## config.mk

```make
export PLATFORM = sky130hd
export DESIGN_NAME = alu_seq
export DESIGN_NICKNAME = d
export VERILOG_FILES = /design/src/rtl/alu_seq.sv
export SDC_FILE = /design/constraint.sdc
export NUM_CORES = 1
export LEC_CHECK = 0
export CAP_MARGIN = 15
export CORE_MARGIN = 4
export CORE_UTILIZATION = 60
export DETAILED_ROUTE_END_ITERATION = 7
export GPL_TIMING_DRIVEN = 0
export PLACE_DENSITY = 0.85
export SETUP_SLACK_MARGIN = 0.2
export SLEW_MARGIN = 20
export SYNTH_ARGS = -nofsm -noshare
export SYNTH_HDL_FRONTEND = slang
export SYNTH_SLANG_ARGS = --single-unit
```

## constraint.sdc

```tcl
create_clock -name clk -period 4.96 [get_ports clk]
set_input_delay 0.744 -clock clk [delete_from_list [all_inputs] [get_ports clk]]
set_output_delay 0.744 -clock clk [all_outputs]
set_load 0.01 [all_outputs]
```

## src/rtl/alu_seq.sv

```systemverilog
// rtl/alu_seq.sv - registered handshaked ALU with multi-cycle shift-add unsigned multiply
module alu_seq #(
    parameter int WIDTH = 16
) (
    input  logic             clk,
    input  logic             rst_n,
    input  logic             start,
    input  logic [2:0]       op,
    input  logic [WIDTH-1:0] A,
    input  logic [WIDTH-1:0] B,
    input  logic             Cin,
    output logic             ready,
    output logic             done,
    output logic [WIDTH-1:0] S,
    output logic [WIDTH-1:0] S_hi,
    output logic             Cout,
    output logic             Z,
    output logic             V,
    output logic             N
);

    localparam int CW = $clog2(WIDTH) + 1;
    localparam logic [CW-1:0] LAST = CW'(WIDTH - 1);

    typedef enum logic {IDLE, MUL} state_t;

    state_t               state;
    logic [2*WIDTH-1:0]   acc;
    logic [2*WIDTH-1:0]   mcand;
    logic [2*WIDTH-1:0]   acc_nxt;
    logic [WIDTH-1:0]     mplier;
    logic [CW-1:0]        cnt;

    logic [WIDTH:0]       sum;
    logic [WIDTH-1:0]     alu_s;
    logic                 alu_c;
    logic                 alu_v;

    always_comb begin
        sum   = '0;
        alu_s = '0;
        alu_c = 1'b0;
        alu_v = 1'b0;
        case (op)
            3'd1: alu_s = A ^ B;
            3'd2: begin
                sum   = {1'b0, A} + {1'b0, B} + {{WIDTH{1'b0}}, Cin};
                alu_s = sum[WIDTH-1:0];
                alu_c = sum[WIDTH];
                alu_v = (A[WIDTH-1] == B[WIDTH-1]) && (alu_s[WIDTH-1] != A[WIDTH-1]);
            end
            3'd3: begin
                // Subtract as A + ~B + 1 so carry-out reads as "no borrow".
                sum   = {1'b0, A} + {1'b0, ~B} + (WIDTH+1)'(1);
                alu_s = sum[WIDTH-1:0];
                alu_c = sum[WIDTH];
                alu_v = (A[WIDTH-1] != B[WIDTH-1]) && (alu_s[WIDTH-1] != A[WIDTH-1]);
            end
            default: alu_s = ~A;
        endcase
    end

    assign acc_nxt = mplier[0] ? (acc + mcand) : acc;

    always_ff @(posedge clk) begin
        if (!rst_n) begin
            state  <= IDLE;
            ready  <= 1'b1;
            done   <= 1'b0;
            S      <= '0;
            S_hi   <= '0;
            Cout   <= 1'b0;
            Z      <= 1'b0;
            V      <= 1'b0;
            N      <= 1'b0;
            acc    <= '0;
            mcand  <= '0;
            mplier <= '0;
            cnt    <= '0;
        end else begin
            done <= 1'b0;
            case (state)
                IDLE: begin
                    if (start) begin
                        if (op == 3'd4) begin
                            mcand  <= {{WIDTH{1'b0}}, A};
                            mplier <= B;
                            acc    <= '0;
                            cnt    <= '0;
                            ready  <= 1'b0;
                            state  <= MUL;
                        end else begin
                            S    <= alu_s;
                            S_hi <= '0;
                            Cout <= alu_c;
                            V    <= alu_v;
                            Z    <= (alu_s == '0);
                            N    <= alu_s[WIDTH-1];
                            done <= 1'b1;
                        end
                    end
                end
                MUL: begin
                    acc    <= acc_nxt;
                    mcand  <= mcand << 1;
                    mplier <= mplier >> 1;
                    cnt    <= cnt + CW'(1);
                    // Last iteration publishes the freshly accumulated product directly.
                    if (cnt == LAST) begin
                        S     <= acc_nxt[WIDTH-1:0];
                        S_hi  <= acc_nxt[2*WIDTH-1:WIDTH];
                        Cout  <= 1'b0;
                        V     <= |acc_nxt[2*WIDTH-1:WIDTH];
                        Z     <= (acc_nxt == '0);
                        N     <= acc_nxt[2*WIDTH-1];
                        done  <= 1'b1;
                        ready <= 1'b1;
                        state <= IDLE;
                    end
                end
                default: state <= IDLE;
            endcase
        end
    end

endmodule

```

==> implementation parameters, run 1 <==
Parameter                              Value

Run status
  Status    finished, final reports clean

CTS
  Latest clock arrival within the worst-skew pair    0.43 ns
  CTS clock-pin slew for the worst setup and hold paths    0.06 ns
  CTS H-Tree Depth    4
  Post-CTS setup buffer count    0
  Clock tree from TritonCTS    done
  Post-cts gate resize count    0
  # clock sinks    124
  Hold-fix buffers, CTS    0
  Maximum clock path buffer count    2
  Number of buffers created by CTS    17
  Buffer type at the clock tree root    sky130_fd_sc_hd__clkbuf_16

Critical path
  Critical-path cell with the highest stage delay    sky130_fd_sc_hd__a2111oi_1
  Startpoint of the lowest-slack register-to-register path    mcand[0]
  Endpoint of the worst register-to-register path    Z
  Worst setup SP type    input port
  CP cell instances    clkdlybuf4s50_1 > ha_1 > clkbuf_1 > nor3_1 > a2111oi_1 > o21bai_1 > o21a_1 > a221oi_1 > a2111o_1 > nand4b_1 > o221a_2 > nor2_1
  Kind of end point of the critical path    register
  Worst R2R Setup Slack    0.83 ns
  Reg2Reg Depth    12
  Worst setup startpoint    A[5]
  Delay contributed by the slowest stage of the critical path    0.65 ns
  Data arrival time of the critical path    4.51 ns
  Critical path data required time    5.31 ns
  Capturing instance or port of the critical path    S[14]
  Critical-path maximum fanout    10
  Critical setup path kind    input port to register

Logic synthesis
  Synth unique cells    81
  Flop and latch count out of synthesis    124
  Portion of synthesized cell area occupied by the leading cell type    0.270
  Post-synth EDFFs    0
  Asr flop ratio synth    0
  Synth cell count leaders    164 x sky130_fd_sc_hd__a21oi_1, 154 x sky130_fd_sc_hd__nand2_1, 136 x sky130_fd_sc_hd__nor2_1
  Number of warnings issued by yosys    0
  Post-synth top area cell    sky130_fd_sc_hd__dfxtp_1
  Cells after Synth    1,243
  Area of the mapped netlist    9180 um2
  Commonest register cell after synthesis    sky130_fd_sc_hd__dfxtp_1
  Mean post-synth cell area    7.39 um2
  Cells taking the most area after synthesis    sky130_fd_sc_hd__dfxtp_1 27%, sky130_fd_sc_hd__a21oi_1 8.9%, sky130_fd_sc_hd__ha_1 8.7%
  Most used standard cell by instance count after synthesis    sky130_fd_sc_hd__a21oi_1
  Total nets after synthesis    1,350
  Post-synthesis sequential area ratio    0.270

Place
  Gp weighted congestion    1.00
  Inst Count DP    1,503
  Worst setup slack before clock tree synthesis    0.474 ns
  Cell area after placement    10,200 um2
  Detailed placement HPWL    24.8 mm
  Port Buffers    76

STA
  Relative slew slack    0.248
  Unrepaired setup endpoints after global routing    no
  Worst-case clock skew    0.0123 ns
  Hold Fails Final Rpt    0
  Portion of the clock cycle consumed by the worst path in the final layout    0.838
  Worst-margin pin slew    1.12 ns
  Fin worst setup slack    0.802 ns
  Number of setup violations in the final report    0
  Summed negative setup slack over all endpoints    0 ns
  Min Tclk post-route    4.16 ns
  Max Fclk    0.240 GHz
  Slew Limit Fails    0

GRT
  Met1 track utilization from global routing    0.520
  Total track usage    0.370
  Global-route wire length before repair    51.4 mm
  Global-route layer with the greatest usage    met2
  Met2 track demand over resource    0.537
  Pin count of the biggest net entering global routing    17
  Global routing met3 resource utilization    0.109
  Grt total ovfl    0
  Initial antenna violation count    1
  Via count of the first global-routing pass    9,479

Power
  Largest voltage drop on the vdd net    0.289 mV
  Total power density per cell area    260 nW/um2
  Leakage power    4.41 nW

Finish
  Number of diodes    0
  Relative area change from synthesis to final layout    17.5%
  Filler cells    1,208
  Final instance area    10,800 um2
  Proportion of layout cells with a drive suffix above 1    0.0444
  Final Non-Filler Cells    1,535
  Nets    1,445

Drt
  Violation count after the first detailed-routing iteration    1,665
  DRC errors left    0
  DR vias/cell    6.79
  Total via count in the routed design    10,400
  Routed Antenna Nets    0
  First-pass detailed-route iteration total    6
  Routed len/inst    21.5 um
  Final wirelength    33.0 mm

Floorplan
  Site row count    44
  I/O Pins    77
  Die Outline Area    17,300 um2
  Effective utilization at floorplan    0.622
  Die outline width    132 um
  DIE HEIGHT    132 um
  Std-Cell Core Area    14,800 um2

Flow run
  Max Cap Violations    0

Worst hold path
  Hold Path Class    register to register
final cells by class:
class | instances | area (um2) | share of cell area
Buffer | 73 | 277 | 0.0256
Clock buffer | 17 | 425 | 0.0394
Clock inverter | 15 | 189 | 0.0175
Inverter | 46 | 173 | 0.0160
Multi-Input combinational cell | 1000 | 6250 | 0.579
Sequential cell | 124 | 2480 | 0.230
Tap cell | 184 | 230 | 0.0213
Timing Repair Buffer | 76 | 761 | 0.0705
power breakdown:
group | total (mW) | switching (mW) | internal, mW
clock network | 1.31 | 0.516 | 0.798
registers | 1.03 | 0.0170 | 1.02
logic | 0.456 | 0.285 | 0.172
total | 2.80 | 0.818 | 1.99
cells by family (layout without fill, tap and decap cells):
group | after synthesis | in the layout | synth area share
buf+inv | 119 | 227 | 0.0489
simple gates | 478 | 478 | 0.245
fa+ha+maj | 68 | 68 | 0.0960
mux | 22 | 22 | 0.0252
compound gates | 405 | 405 | 0.289
flops | 124 | 124 | 0.270
xor+xnor | 27 | 27 | 0.0258
worst max-delay path, delay by kind of cell:
family	cells	cell delay [ns]
compound gates	6	2.14
fa+ha+maj	1	0.34
buf+inv	2	0.88
simple gates	3	0.40
metrics by stage:
step	utilization	power, mW	hold slack [ns]
floorplan	-	1.32	0.435
global placement	0.689	1.49	0.435
detailed placement	0.689	1.49	0.442
CTS	0.731	2.77	0.455
global route	0.731	2.88	0.484
finish	0.731	2.80	0.451
sequential cells by signal, indices dropped and copies added (netlist names):
signal	flops
V	1
mplier	16
done	1
cnt	5
acc	32
S	16
Z	1
mcand	32
S_hi	16
N	1
ready	1
state	1
Cout	1
worst min path at each step:
stage / slack (ns) / end / startpoint / cells past startpoint
6_report: 0.45 / S_hi[1] / S_hi[1] / 2
3_3_place_gp: 0.43 / S_hi[1] / S_hi[1] / 2
5_1_grt: 0.48 / S_hi[1] / S_hi[1] / 2
3_5_place_dp: 0.44 / S_hi[1] / S_hi[1] / 2
2_1_floorplan: 0.43 / mplier[15] / mplier[15] / 2
4_1_cts: 0.46 / S_hi[1] / S_hi[1] / 2
metal layers:
metal | part of all wire | wire length, um
met5 | 0.00021 | 7
met4 | 0.032 | 1070
met3 | 0.15 | 4910
met2 | 0.41 | 13600
met1 | 0.41 | 13400
cell usage in the layout (no fill, tap or decap), types with 12 or more instances in the layout:
| master | instances |
|---|---|
| sky130_fd_sc_hd__and2_1 | 12 |
| sky130_fd_sc_hd__a22oi_1 | 13 |
| sky130_fd_sc_hd__a21oi_1 | 164 |
| sky130_fd_sc_hd__and3_1 | 33 |
| sky130_fd_sc_hd__o22ai_1 | 12 |
| sky130_fd_sc_hd__nor2_1 | 136 |
| sky130_fd_sc_hd__inv_1 | 43 |
| sky130_fd_sc_hd__dfxtp_1 | 124 |
| sky130_fd_sc_hd__a31oi_1 | 16 |
| sky130_fd_sc_hd__mux2i_1 | 13 |
| sky130_fd_sc_hd__nand2b_1 | 19 |
| sky130_fd_sc_hd__nor3_1 | 16 |
| sky130_fd_sc_hd__clkbuf_1 | 66 |
| sky130_fd_sc_hd__a221oi_1 | 12 |
| sky130_fd_sc_hd__xor2_1 | 12 |
| sky130_fd_sc_hd__nand3_1 | 41 |
| sky130_fd_sc_hd__nand2_1 | 154 |
| sky130_fd_sc_hd__xnor2_1 | 15 |
| sky130_fd_sc_hd__ha_1 | 64 |
| sky130_fd_sc_hd__nand4_1 | 14 |
| sky130_fd_sc_hd__a21o_1 | 24 |
| sky130_fd_sc_hd__clkdlybuf4s50_1 | 76 |
| sky130_fd_sc_hd__o21ai_0 | 43 |
| sky130_fd_sc_hd__clkbuf_16 | 17 |
(Power assumes the default switching activity.)
==> run 2, diff against run 1 <==
--- a/config.mk
+++ b/config.mk
@@ -7,10 +7,10 @@
 export LEC_CHECK = 0
 export CAP_MARGIN = 15
 export CORE_MARGIN = 4
-export CORE_UTILIZATION = 60
+export CORE_UTILIZATION = 54
 export DETAILED_ROUTE_END_ITERATION = 7
 export GPL_TIMING_DRIVEN = 0
-export PLACE_DENSITY = 0.85
+export PLACE_DENSITY = 0.81
 export SETUP_SLACK_MARGIN = 0.2
 export SLEW_MARGIN = 20
 export SYNTH_ARGS = -nofsm -noshare
==> constraint.sdc (replaced) <==
create_clock -name clk -period 3.6 [get_ports clk]
set_input_delay 0.54 -clock clk [delete_from_list [all_inputs] [get_ports clk]]
set_output_delay 0.54 -clock clk [all_outputs]
set_load 0.01 [all_outputs]
==> run 2 against run 1 <==
  * Clock-buffer cell count unchanged
  * Largest power group unchanged
  * Critical path type is now register to register
  * Critical endpoint is now V
  * Clock skew decreased by 0.0023 ns
  * Final cell count increased by 3.9%
  * First-iteration DRC count decreased by 6.5%
  * Largest cell class unchanged
  * Critical path depth decreased by 1
==> implementation parameters, run 2 (synthesis gave the netlist of run 1 again) <==
Parameter                              Value

Run status
  Status    finished, final reports clean (unchanged)

Finish
  Nets    1,468 (was 1,445)
  Largest registers    acc: 32 flops, mcand: 32 flops (unchanged)
  Final Non-Filler Cells    1,595 (was 1,535)
  Final instance area    11,500 um2 (was 10,800 um2)
  Proportion of layout cells with a drive suffix above 1    0.110 (was 0.0444)
  Relative area change from synthesis to final layout    24.8% (was 17.5%)
  Commonest non-fill, non-tap cell in the layout    sky130_fd_sc_hd__a21oi_1 (unchanged)
  Most frequent cells in the layout    159 x sky130_fd_sc_hd__a21oi_1, 154 x sky130_fd_sc_hd__nand2_1, 134 x sky130_fd_sc_hd__nor2_1 (was 164 x sky130_fd_sc_hd__a21oi_1, 154 x sky130_fd_sc_hd__nand2_1, 136 x sky130_fd_sc_hd__nor2_1)
  Filler cells    1,420 (was 1,208)

STA
  Hold Fails Final Rpt    0 (unchanged)
  Minimum hold slack    0.450 ns (was 0.451 ns)
  Worst-margin pin slew    1.08 ns (was 1.12 ns)
  Slew Limit Fails    0 (unchanged)
  Unrepaired setup endpoints after global routing    yes (was no)
  Worst-case clock skew    0.00997 ns (was 0.0123 ns)
  Number of setup violations in the final report    0 (unchanged)
  Max Fclk    0.291 GHz
  Portion of the clock cycle consumed by the worst path in the final layout    0.956
  Relative slew slack    0.275 (was 0.248)
  Min Tclk post-route    3.44 ns
  Summed negative setup slack over all endpoints    0 ns (unchanged)

Place
  Gp weighted congestion    0.979 (was 1.00)
  Detailed placement HPWL    25.6 mm (was 24.8 mm)
  Inst Count DP    1,539 (was 1,503)
  Cell area after placement    10,200 um2 (about the same)
  Port Buffers    76 (unchanged)

Floorplan
  Site row count    47 (was 44)
  Die outline width    138 um (was 132 um)
  Die Outline Area    19,200 um2 (was 17,300 um2)
  Std-Cell Core Area    16,600 um2 (was 14,800 um2)
  DIE HEIGHT    138 um (was 132 um)
  I/O Pins    77 (unchanged)
  Effective utilization at floorplan    0.552 (was 0.622)

Drt
  Routed Antenna Nets    0 (unchanged)
  Violation count after the first detailed-routing iteration    1,556 (was 1,665)
  Final wirelength    34.9 mm (was 33.0 mm)
  DRC errors left    0 (unchanged)
  DR vias/cell    6.62 (was 6.79)
  Routed len/inst    21.9 um (was 21.5 um)
  Total via count in the routed design    10,600 (was 10,400)
  First-pass detailed-route iteration total    7 (was 6)

Critical path
  Critical-path maximum fanout    5 (was 10)
  Data arrival time of the critical path    3.77 ns (was 4.51 ns)
  Critical path data required time    3.92 ns (was 5.31 ns)
  Worst R2R Setup Slack    0.16 ns (was 0.83 ns)
  Kind of end point of the critical path    register (unchanged)
  Worst setup SP type    register (was input port)
  Critical setup path kind    register to register (was input port to register)

Power
  Switching power summed over all nets    1.18 mW (was 0.818 mW)
  Total power density per cell area    350 nW/um2 (was 260 nW/um2)
  Largest voltage drop on the vdd net    0.333 mV (was 0.289 mV)
  Leakage power    4.74 nW (was 4.41 nW)
  Internal Dissipation    2.83 mW (was 1.99 mW)
  Fraction of power consumed by sequential logic    0.355 (was 0.369)
  Switching share of total power    0.295 (was 0.292)
  Clock power frac    0.474 (was 0.469)
  Logic gate share of total power    0.171 (was 0.163)

CTS
  Buffer type at the clock tree root    sky130_fd_sc_hd__clkbuf_16 (unchanged)
  Number of buffers created by CTS    17 (unchanged)
  CTS clock-pin slew for the worst setup and hold paths    0.06 ns (about the same)
  Hold-fix buffers, CTS    0 (unchanged)
  Latest clock arrival within the worst-skew pair    0.44 ns (was 0.43 ns)
  CTS H-Tree Depth    4 (unchanged)
  Clock tree from TritonCTS    done (unchanged)
  Maximum clock path buffer count    2 (unchanged)
  # clock sinks    124 (unchanged)

Flow run
  Max Cap Violations    0 (unchanged)

GRT
  Via count of the first global-routing pass    9,315 (was 9,479)
  Initial antenna violation count    1 (unchanged)
  Met1 track utilization from global routing    0.478 (was 0.520)
  Total track usage    0.340 (was 0.370)
  Global routing met3 resource utilization    0.0860 (was 0.109)
  Grt total ovfl    0 (unchanged)
  Met2 track demand over resource    0.492 (was 0.537)
  Global-route wire length before repair    51.3 mm (was 51.4 mm)
  Global-route layer with the greatest usage    met2 (unchanged)
  Pin count of the biggest net entering global routing    17 (unchanged)

Worst hold path
  Hold Path Class    register to register (unchanged)
run 2: changes by cell type in the layout (fill, tap and decap cells not counted), moves of 5 or more:
cell / previous run / this run
sky130_fd_sc_hd__dfxtp_1: 124 / 117
sky130_fd_sc_hd__buf_4: 0 / 25
sky130_fd_sc_hd__a21oi_1: 164 / 159
sky130_fd_sc_hd__clkbuf_2: 1 / 9
sky130_fd_sc_hd__dlymetal6s2s_1: 0 / 12
sky130_fd_sc_hd__clkdlybuf4s50_1: 76 / 62
sky130_fd_sc_hd__ha_4: 0 / 5
sky130_fd_sc_hd__dfxtp_2: 0 / 6
sky130_fd_sc_hd__clkbuf_1: 66 / 53
sky130_fd_sc_hd__a21oi_2: 0 / 5
sky130_fd_sc_hd__ha_1: 64 / 57
run 2: final cells by class:
type | instances | area, um2 | area share
multi-input combinational | 1000 | 6610 | 0.577
sequential | 124 | 2490 | 0.218
timing repair buffer | 99 | 961 | 0.0839
clock buffer | 17 | 425 | 0.0371
buffer | 73 | 303 | 0.0264
tap | 220 | 275 | 0.0240
clock inverter | 15 | 213 | 0.0186
inverter | 46 | 174 | 0.0152
antenna | 1 | 2.50 | 0.000219
run 2: worst paths after layout:
check / from / to / cells after the start
setup / recovery: acc[17] / V / 11
hold / removal: S_hi[10] / S_hi[10] / 2
setup reg to reg: acc[17] / V / 11
hold reg to reg: S_hi[10] / S_hi[10] / 2
run 2: metal layers:
layer | share of wire | vias up
met2 | 0.41 | 741
met4 | 0.043 | 2
met1 | 0.42 | 4887
li1 | - | 4791
met5 | 0.00040 | -
met3 | 0.13 | 143
run 2: what timing repair did:
item / in CTS / in global routing
setup endpoints to repair: 15 / 18
gates resized for setup: 48 / 72
pin swaps: 13 / 23
setup buffers: 9 / 14
run 2: critical path, stage by stage, from the launching register on:
cell and delay [ns]:
sky130_fd_sc_hd__dfxtp_1 0.34, sky130_fd_sc_hd__ha_4 0.32, sky130_fd_sc_hd__nand2_4 0.08, sky130_fd_sc_hd__o31a_1 0.37, sky130_fd_sc_hd__or2_4 0.28, sky130_fd_sc_hd__a2111oi_4 0.44, sky130_fd_sc_hd__or4_1 0.21, sky130_fd_sc_hd__nand4_1 0.23
sky130_fd_sc_hd__or3_4 0.47, sky130_fd_sc_hd__nor4_4 0.19, sky130_fd_sc_hd__nand3_1 0.13, sky130_fd_sc_hd__o31a_1 0.26
run 2: per-stage QoR:
step | util | total power, mW | setup slack [ns]
2_1_floorplan | - | 1.82 | 0.422
3_3_place_gp | 0.614 | 2.06 | -0.732
3_5_place_dp | 0.614 | 2.06 | -0.713
4_1_cts | 0.669 | 3.93 | 0.156
5_1_grt | 0.688 | 4.11 | 0.0424
6_report | 0.688 | 4.01 | 0.158
run 2: power by group through the flow:
| stage | Combinational (mW) | Sequential, mW | Clock [mW] |
|---|---|---|---|
| 3_5_place_dp | 0.610 | 1.45 | 0 |
| 2_1_floorplan | 0.369 | 1.45 | 0 |
| 3_3_place_gp | 0.607 | 1.45 | 0 |
| 5_1_grt | 0.731 | 1.42 | 1.95 |
| 6_report | 0.688 | 1.42 | 1.90 |
| 4_1_cts | 0.630 | 1.42 | 1.88 |
